===== config.mk =====
export PLATFORM = sky130hd
export DESIGN_NAME = uart_transmitter_controller_flat
export DESIGN_NICKNAME = d
export VERILOG_FILES = /design/src/rtl/uart_transmitter_controller_if.sv /design/src/rtl/uart_transmitter_controller.sv /design/src/flat_wrapper.sv
export SDC_FILE = /design/constraint.sdc
export NUM_CORES = 1
export LEC_CHECK = 0
export ABC_AREA = 0
export CAP_MARGIN = 25
export CORE_MARGIN = 5
export CORE_UTILIZATION = 50
export CTS_CLUSTER_DIAMETER = 80
export DETAILED_ROUTE_END_ITERATION = 16
export PLACE_DENSITY = 0.84
export SLEW_MARGIN = 20
export SYNTH_ARGS = -nofsm -noshare
export SYNTH_HDL_FRONTEND = slang
export SYNTH_SLANG_ARGS = --single-unit

===== constraint.sdc =====
create_clock -name clk -period 3.3 [get_ports clk]
set_clock_uncertainty 0.15 [all_clocks]
set_input_delay 0.66 -clock clk [delete_from_list [all_inputs] [get_ports clk]]
set_output_delay 0.66 -clock clk [all_outputs]
set_load 0.02 [all_outputs]

===== src/rtl/uart_transmitter_controller_if.sv =====
// Response/FIFO-side bundle of the UART transmitter controller.
// The controller takes the slave view: it consumes responses and drives the TX FIFO write port.
interface uart_transmitter_controller_if #(
   parameter int DATA_WIDTH = 8
);
   logic                      enable;
   logic [DATA_WIDTH-1:0]     read_data;
   logic                      read_data_valid;
   logic [2*DATA_WIDTH-1:0]   ALU_result;
   logic                      ALU_result_valid;
   logic                      FIFO_full;
   logic [DATA_WIDTH-1:0]     FIFO_write_data;
   logic                      FIFO_write_enable;
   logic                      busy;

   // Response source / FIFO model side
   modport master (
      output enable, read_data, read_data_valid, ALU_result, ALU_result_valid, FIFO_full,
      input  FIFO_write_data, FIFO_write_enable, busy
   );

   // Controller side
   modport slave (
      input  enable, read_data, read_data_valid, ALU_result, ALU_result_valid, FIFO_full,
      output FIFO_write_data, FIFO_write_enable, busy
   );
endinterface


===== src/rtl/uart_transmitter_controller.sv =====
// UART transmitter controller: captures one register-file read byte or one two-byte
// ALU result and writes it into the TX FIFO one byte per cycle, LSB first, stalling
// on FIFO_full without ever dropping or repeating a byte.
module uart_transmitter_controller #(
   parameter int DATA_WIDTH = 8
) (
   input  logic                          clk,
   input  logic                          reset,
   uart_transmitter_controller_if.slave  bus
);

   typedef enum logic [1:0] {
      IDLE         = 2'd0,
      SEND_READ    = 2'd1,
      SEND_ALU_LSB = 2'd2,
      SEND_ALU_MSB = 2'd3
   } state_e;

   state_e                    state_q, state_d;
   logic [2*DATA_WIDTH-1:0]   capture_q, capture_d;
   logic [DATA_WIDTH-1:0]     wdata_q, wdata_d;
   logic                      wen_q, wen_d;

   // Next-state, capture and FIFO write decode
   always_comb begin
      // NOTE: every signal gets a default before the case so no path leaves it unassigned (no latch).
      state_d   = state_q;
      capture_d = capture_q;
      wdata_d   = wdata_q;
      wen_d     = 1'b0;

      unique case (state_q)
         IDLE: begin
            if (bus.enable && bus.read_data_valid) begin
               // Read data has priority; a simultaneous ALU pulse is dropped.
               capture_d = {{DATA_WIDTH{1'b0}}, bus.read_data};
               state_d   = SEND_READ;
            end else if (bus.enable && bus.ALU_result_valid) begin
               capture_d = bus.ALU_result;
               state_d   = SEND_ALU_LSB;
            end
         end
         SEND_READ: begin
            if (!bus.FIFO_full) begin
               wdata_d = capture_q[DATA_WIDTH-1:0];
               wen_d   = 1'b1;
               state_d = IDLE;
            end
         end
         SEND_ALU_LSB: begin
            if (!bus.FIFO_full) begin
               wdata_d = capture_q[DATA_WIDTH-1:0];
               wen_d   = 1'b1;
               state_d = SEND_ALU_MSB;
            end
         end
         SEND_ALU_MSB: begin
            if (!bus.FIFO_full) begin
               wdata_d = capture_q[2*DATA_WIDTH-1:DATA_WIDTH];
               wen_d   = 1'b1;
               state_d = IDLE;
            end
         end
         default: state_d = IDLE;
      endcase
   end

   // State, capture register and registered FIFO write port
   always_ff @(posedge clk or negedge reset) begin
      if (!reset) begin
         // NOTE: the capture register is reset too, so no stale ALU half can ever leak out after reset.
         state_q   <= IDLE;
         capture_q <= '0;
         wdata_q   <= '0;
         wen_q     <= 1'b0;
      end else begin
         // NOTE: non-blocking assignments so every flop samples the pre-edge values.
         state_q   <= state_d;
         capture_q <= capture_d;
         wdata_q   <= wdata_d;
         wen_q     <= wen_d;
      end
   end

   assign bus.FIFO_write_data   = wdata_q;
   assign bus.FIFO_write_enable = wen_q;
   assign bus.busy              = (state_q != IDLE);

endmodule


===== src/flat_wrapper.sv =====
// flat-port wrapper written by rule: the top's interface ports become plain ports
module uart_transmitter_controller_flat 
#(
   parameter int DATA_WIDTH = 8
)
  (clk, reset, bus_enable, bus_read_data, bus_read_data_valid, bus_ALU_result, bus_ALU_result_valid, bus_FIFO_full, bus_FIFO_write_data, bus_FIFO_write_enable, bus_busy);
  uart_transmitter_controller_if #(.DATA_WIDTH(DATA_WIDTH)) bus_i ();
  input  logic clk;
  input  logic reset;
  input wire logic [$bits(bus_i.enable)-1:0] bus_enable;
  input wire logic [$bits(bus_i.read_data)-1:0] bus_read_data;
  input wire logic [$bits(bus_i.read_data_valid)-1:0] bus_read_data_valid;
  input wire logic [$bits(bus_i.ALU_result)-1:0] bus_ALU_result;
  input wire logic [$bits(bus_i.ALU_result_valid)-1:0] bus_ALU_result_valid;
  input wire logic [$bits(bus_i.FIFO_full)-1:0] bus_FIFO_full;
  output wire logic [$bits(bus_i.FIFO_write_data)-1:0] bus_FIFO_write_data;
  output wire logic [$bits(bus_i.FIFO_write_enable)-1:0] bus_FIFO_write_enable;
  output wire logic [$bits(bus_i.busy)-1:0] bus_busy;
  assign bus_i.enable = bus_enable;
  assign bus_i.read_data = bus_read_data;
  assign bus_i.read_data_valid = bus_read_data_valid;
  assign bus_i.ALU_result = bus_ALU_result;
  assign bus_i.ALU_result_valid = bus_ALU_result_valid;
  assign bus_i.FIFO_full = bus_FIFO_full;
  assign bus_FIFO_write_data = bus_i.FIFO_write_data;
  assign bus_FIFO_write_enable = bus_i.FIFO_write_enable;
  assign bus_busy = bus_i.busy;
  uart_transmitter_controller #(.DATA_WIDTH(DATA_WIDTH)) u_core (.clk(clk), .reset(reset), .bus(bus_i));
endmodule

==> key figures, run 1 <==
Floorplan
  – # rows: 19
  – Initial Utilization: 0.506
  – Total die area: 3860 um2
  – Die height: 62.1 um
  – Die Wd: 62.1 um
  – CORE AREA: 2690 um2
  – IO Pins: 40

Global route
  – Vias in the first global route: 1023
  – Initial antenna violation count: 0
  – GRT overflow: 0
  – Largest net degree at the start of global routing: 33
  – Total GRT Usage: 0.154
  – Global-route wire length before repair: 4820 um

Placed design
  – Dpl cells: 185
  – Final HPWL DP: 2080 um
  – Port Buf Inserts: 39
  – RePlAce Congestion: 0.817

Logic synthesis
  – Synth top area cells: dfrtp_1, mux2_4, o21ai_0, mux2i_1, mux2_2
  – Syn Nets: 153
  – Mapped Area: 1360 um2
  – Top cell type by total area after synthesis: dfrtp_1
  – Post-synthesis sequential area ratio: 0.497
  – Post-Synthesis Cells: 118
  – Synth Register Bits: 27
  – Mean Syn Cell Area: 11.5 um2
  – Synth warn: 0
  – Post-synth cell types: 21
  – Area fraction of the dominant cell type after synthesis: 0.497

Cells and area
  – Diodes inserted: 0
  – Filler Cells Inserted: 226
  – Multi-input gate area: 634 um2
  – Most common cell after layout, fill and taps aside: clkdlybuf4s50_1
  – FF+latch area: 676 um2
  – Fin nets: 194
  – Most frequent cells in the layout: clkdlybuf4s50_1, dfrtp_1, nand2_1, o21ai_0, mux2i_1
  – Final cell count without fillers: 189
  – Proportion of layout cells with a drive suffix above 1: 0.165
  – Area growth syn-to-layout: 32.2%

Pwr
  – PwrDens: 829 nW/um2
  – Leakage: 0.861 nW
  – Max VDD drop: 0.595 mV

STA
  – Worst-margin pin slew: 481 ps
  – Final TNS setup: 0 ps
  – Final Hold Viols: 0
  – Headroom to the max-slew limit: 0.679
  – Fmax: 0.391 GHz
  – Minimum clock period: 2550 ps
  – Count of pins over their slew limit: 0
  – RSZ-0062 raised after global routing: no
  – # setup viols final: 0
  – Final period util: 0.774

Clock network
  – CTS H-tree depth: 1
  – CTS Buf Count: 3
  – CTS root buf: clkbuf_4
  – # Post-CTS Setup Buffers: 0
  – Post_cts resized: 0
  – Sink Count: 27
  – CTS hold repair buffers: 0
  – CTS tree: built
  – Worst-path clk slew: 150 ps
  – Max clock buf depth: 2
  – Worst skew pair latency: 320 ps

Worst setup path
  – Required @ worst endpoint: 2490 ps
  – Worst setup EP type: output pin
  – CP Cell Sequence: inv_1 -> ha_1 -> inv_1 -> clkdlybuf4s50_1
  – WS Path Type: flop to output pin
  – Worst path max stage delay: 590 ps
  – Most used cell, CP: inv_1
  – Crit path DAT: 1740 ps
  – Worst path slowest cell: clkdlybuf4s50_1
  – Crit Path Max Fanout: 4
  – CP startpoint kind: flop

Run
  – Max cap viols: 0

Routing
  – Via/cell ratio: 5.21
  – DR WL/cell: 14.8 um
  – Drt first pass iters: 4
  – Final WL: 2800 um
  – First DRT Iteration DRCs: 34
  – Final ANT Viol Nets: 0
  – Total number of vias: 985
  – DRC viols: 0

Outcome
  – Outcome: finished, final reports clean

Min path
  – Worst Hold Class: flop to flop
worst paths after layout:
check                                    start                            end  slack, ps  depth (start not counted)
min reg2reg                u_core.capture_q[0]            u_core.capture_q[0]        350                          2
min                        u_core.capture_q[0]            u_core.capture_q[0]        350                          2
min in group asynchronous                reset  u_core.bus.FIFO_write_data[5]        530                          2
max                          u_core.state_q[0]                       bus_busy        750                          4
max reg2reg                  u_core.state_q[0]  u_core.bus.FIFO_write_data[2]       1400                          4
max in group asynchronous                reset            u_core.capture_q[0]       2230                          2
cells in the mapped netlist, drive strengths merged:
master,count
a21oi,1
buf,4
clkbuf,1
dfrtp,27
ha,5
inv,4
mux2,17
mux2i,9
nand2,25
nand3,1
nor2,2
o211ai,1
o21a,1
o21ai,19
o31a,1
cell type report:
cell class              instances  area share
repair buffers                 41       0.226
well taps                      31      0.0216
clock inverters                 1     0.00279
flip-flops and latches         27       0.376
multi-input cells              82       0.353
inverters                       4     0.00836
clock buffers                   3      0.0125
through the flow:
step	utilization	setup slack [ps]	power, mW	hold WS [ps]	instance area (um2)
6_report	0.669	745	1.49	349	1800
5_1_grt	0.669	659	1.60	373	1800
4_1_cts	0.669	734	1.50	351	1800
3_5_place_dp	0.659	1110	1.35	315	1770
3_3_place_gp	0.659	1170	1.32	307	1770
2_1_floorplan	-	1580	1.11	214	1360
state kept, by name, indices dropped and copies added, names as in the netlist:
register                      count
u_core.capture_q                 16
u_core.bus.FIFO_write_data        8
u_core.state_q                    2
u_core.bus.FIFO_write_enable      1
kinds of logic (layout without fill, tap and decap cells):
logic type | after synthesis | in the layout | synth area share
buffers and inverters | 9 | 49 | 0.0359
multiplexers | 26 | 26 | 0.229
flip-flops | 27 | 27 | 0.497
AND/OR/NAND/NOR | 28 | 28 | 0.0921
adder cells (fa/ha/maj) | 5 | 5 | 0.0460
AO/OA/AOI/OAI | 23 | 23 | 0.0994
critical path: cells and delay by family, from the launching register on:
family	cells	cell delay, ps
buffers and inverters	3	750
DFF	1	420
adders and majority gates	1	240
per-layer routing:
metal | routed length (um) | track usage | up-vias
li1 | - | - | 481
met1 | 1260 | 0.194 | 473
met2 | 1380 | 0.256 | 23
met3 | 92 | 0.0270 | 8
met4 | 65 | 0.0705 | 0
met5 | 0 | 0 | -
report_power, final:
part	leakage, nW	total [mW]	switching (mW)	internal [mW]
Sequential	0.339	0.558	0.0790	0.479
Clock	0.0177	0.147	0.101	0.0455
Combinational	0.504	0.785	0.358	0.426
Total	0.861	1.49	0.538	0.951
Note: power is estimated with default switching activity, not from simulation.
==> inputs of run 2 (changes only) <==
--- a/config.mk
+++ b/config.mk
@@ -8,10 +8,10 @@
 export ABC_AREA = 0
 export CAP_MARGIN = 25
 export CORE_MARGIN = 5
-export CORE_UTILIZATION = 50
+export CORE_UTILIZATION = 46
 export CTS_CLUSTER_DIAMETER = 80
 export DETAILED_ROUTE_END_ITERATION = 16
-export PLACE_DENSITY = 0.84
+export PLACE_DENSITY = 0.78
 export SLEW_MARGIN = 20
 export SYNTH_ARGS = -nofsm -noshare
 export SYNTH_HDL_FRONTEND = slang
==> constraint.sdc (replaced) <==
create_clock -name clk -period 2.4 [get_ports clk]
set_clock_uncertainty 0.15 [all_clocks]
set_input_delay 0.48 -clock clk [delete_from_list [all_inputs] [get_ports clk]]
set_output_delay 0.48 -clock clk [all_outputs]
set_load 0.02 [all_outputs]
==> key figures, run 2 (synthesized netlist as in run 1, its figures left out) <==
Cells and area
  – Diodes inserted: 0 (unchanged)
  – Most common cell after layout, fill and taps aside: clkdlybuf4s50_1
  – Multi-input gate area: 634 um2 (unchanged)
  – Filler Cells Inserted: 248 (+9.7%)
  – Final cell count without fillers: 189 (unchanged)
  – Largest reg by FF count: u_core.capture_q
  – Fin nets: 194 (unchanged)
  – Area growth syn-to-layout: 32.3% (about the same)
  – Most frequent cells in the layout: clkdlybuf4s50_1, dfrtp_1, nand2_1, o21ai_0, mux2i_1
  – FF+latch area: 676 um2 (unchanged)
  – Proportion of layout cells with a drive suffix above 1: 0.158 (-0.00633)
  – Number of flip-flops in the largest register: 16 (unchanged)
  – Finished Cell Area: 1800 um2 (about the same)

Routing
  – First DRT Iteration DRCs: 58 (+71%)
  – Via/cell ratio: 5.14 (-1.4%)
  – Drt first pass iters: 4 (unchanged)
  – Final ANT Viol Nets: 0 (unchanged)
  – Final WL: 2770 um (-1.1%)
  – DRC viols: 0 (unchanged)
  – Total number of vias: 971 (-1.4%)
  – DR WL/cell: 14.7 um (-1.1%)

Clock network
  – CTS Buf Count: 3 (unchanged)
  – CTS H-tree depth: 1 (unchanged)
  – CTS root buf: clkbuf_4
  – Max clock buf depth: 2 (unchanged)
  – Worst skew pair latency: 320 ps (about the same)
  – CTS tree: built
  – # Post-CTS Setup Buffers: 0 (unchanged)
  – Sink Count: 27 (unchanged)
  – Worst-path clk slew: 140 ps (about the same)

Worst setup path
  – Crit path DAT: 1350 ps (-390 ps)
  – Setup crit start: u_core.state_q[0]
  – RR Startpoint: u_core.state_q[0]
  – Worst setup EP type: output pin
  – Required @ worst endpoint: 1770 ps (-720 ps)
  – WS Path Type: flop to output pin
  – CP startpoint kind: flop
  – Crit Path Max Fanout: 4 (unchanged)

Floorplan
  – CORE AREA: 2810 um2 (+4.4%)
  – IO Pins: 40 (unchanged)
  – Die Wd: 64.4 um (+3.6%)
  – Total die area: 4140 um2 (+7.3%)
  – # rows: 19 (unchanged)
  – Die height: 64.4 um (+3.6%)
  – Initial Utilization: 0.484 (-0.0214)

STA
  – RSZ-0062 raised after global routing: no
  – Final TNS setup: 0 ps (unchanged)
  – Fmax: 0.504 GHz
  – Final Hold Viols: 0 (unchanged)
  – Minimum clock period: 1980 ps
  – Worst-margin pin slew: 515 ps (+33.7 ps)
  – Final period util: 0.826
  – # setup viols final: 0 (unchanged)
  – Worst hold margin: 345 ps (-3.94 ps)
  – Headroom to the max-slew limit: 0.657 (-0.0224)
  – Post-route setup slack: 416 ps (-329 ps)
  – Count of pins over their slew limit: 0 (unchanged)

Placed design
  – Placed cell area: 1770 um2 (unchanged)
  – Final HPWL DP: 2100 um (+1.2%)
  – Setup WS pre-CTS: 403 ps (-709 ps)
  – Dpl cells: 185 (unchanged)
  – Port Buf Inserts: 39 (unchanged)
  – RePlAce Congestion: 0.731 (-10%)

Run
  – Max cap viols: 0 (unchanged)

Global route
  – Total GRT Usage: 0.146 (-0.00828)
  – GRT overflow: 0 (unchanged)
  – Largest net degree at the start of global routing: 33 (unchanged)
  – Vias in the first global route: 1000 (-2.2%)
  – Global-route wire length before repair: 4810 um (-0.15%)
  – Initial antenna violation count: 0 (unchanged)

Min path
  – Hold_sp: u_core.capture_q[0]
  – Worst Hold Class: flop to flop

Outcome
  – Outcome: finished, final reports clean

Pwr
  – PwrDens: 1130 nW/um2 (+36%)
  – Leakage: 0.864 nW (+0.37%)
  – Max VDD drop: 0.654 mV (+10%)
==> run 2: repair_timing <==
item                                    4_1_cts  5_1_grt
endpoints found under the setup margin        0        1
resized for setup                             0        1
hold buffers                                  0        0
==> run 2: worst paths after layout <==
path / to / slack, ps / depth (start not counted)
worst max register to register: u_core.bus.FIFO_write_data[2] / 490 / 4
worst min register to register: u_core.capture_q[0] / 350 / 2
worst max-delay path: bus_busy / 420 / 4
max in group asynchronous: u_core.capture_q[13] / 1490 / 2
min in group asynchronous: u_core.bus.FIFO_write_enable / 360 / 2
worst min-delay path: u_core.capture_q[0] / 350 / 2
==> run 2: per-stage QoR <==
step	total power [mW]	utilization
after detailed placement	1.86	0.631
after global placement	1.82	0.631
after CTS	2.06	0.640
after floorplan	1.53	-
after global routing	2.18	0.641
final	2.03	0.641
==> run 2: layout make-up <==
cell class | count | share of cell area
clock buffers | 4 | 0.0146
inverters | 4 | 0.00835
multi-input cells | 82 | 0.353
flip-flops and latches | 27 | 0.376
well taps | 31 | 0.0216
repair buffers | 41 | 0.227
==> run 2: critical path: stages, from the launching register on <==
cell	delay, ps
dfrtp_1	420
inv_1	100
ha_1	240
inv_1	60
dlymetal6s2s_1	210
==> run 2: where the power goes <==
group / total (mW) / switching, mW / internal, mW / leakage, nW
Combinational: 1.07 / 0.487 / 0.585 / 0.510
Sequential: 0.768 / 0.108 / 0.660 / 0.339
Clock: 0.193 / 0.128 / 0.0651 / 0.0150
Total: 2.03 / 0.724 / 1.31 / 0.864
==> run 2: routing by layer <==
metal  up-vias  wire (um)  share of wire  GRT usage
met2        25       1360           0.49      0.233
met4         0         23         0.0083     0.0237
met5         -          0              0          0
li1        483          -              -          -
met3         4        167          0.060     0.0490
met1       459       1220           0.44      0.197
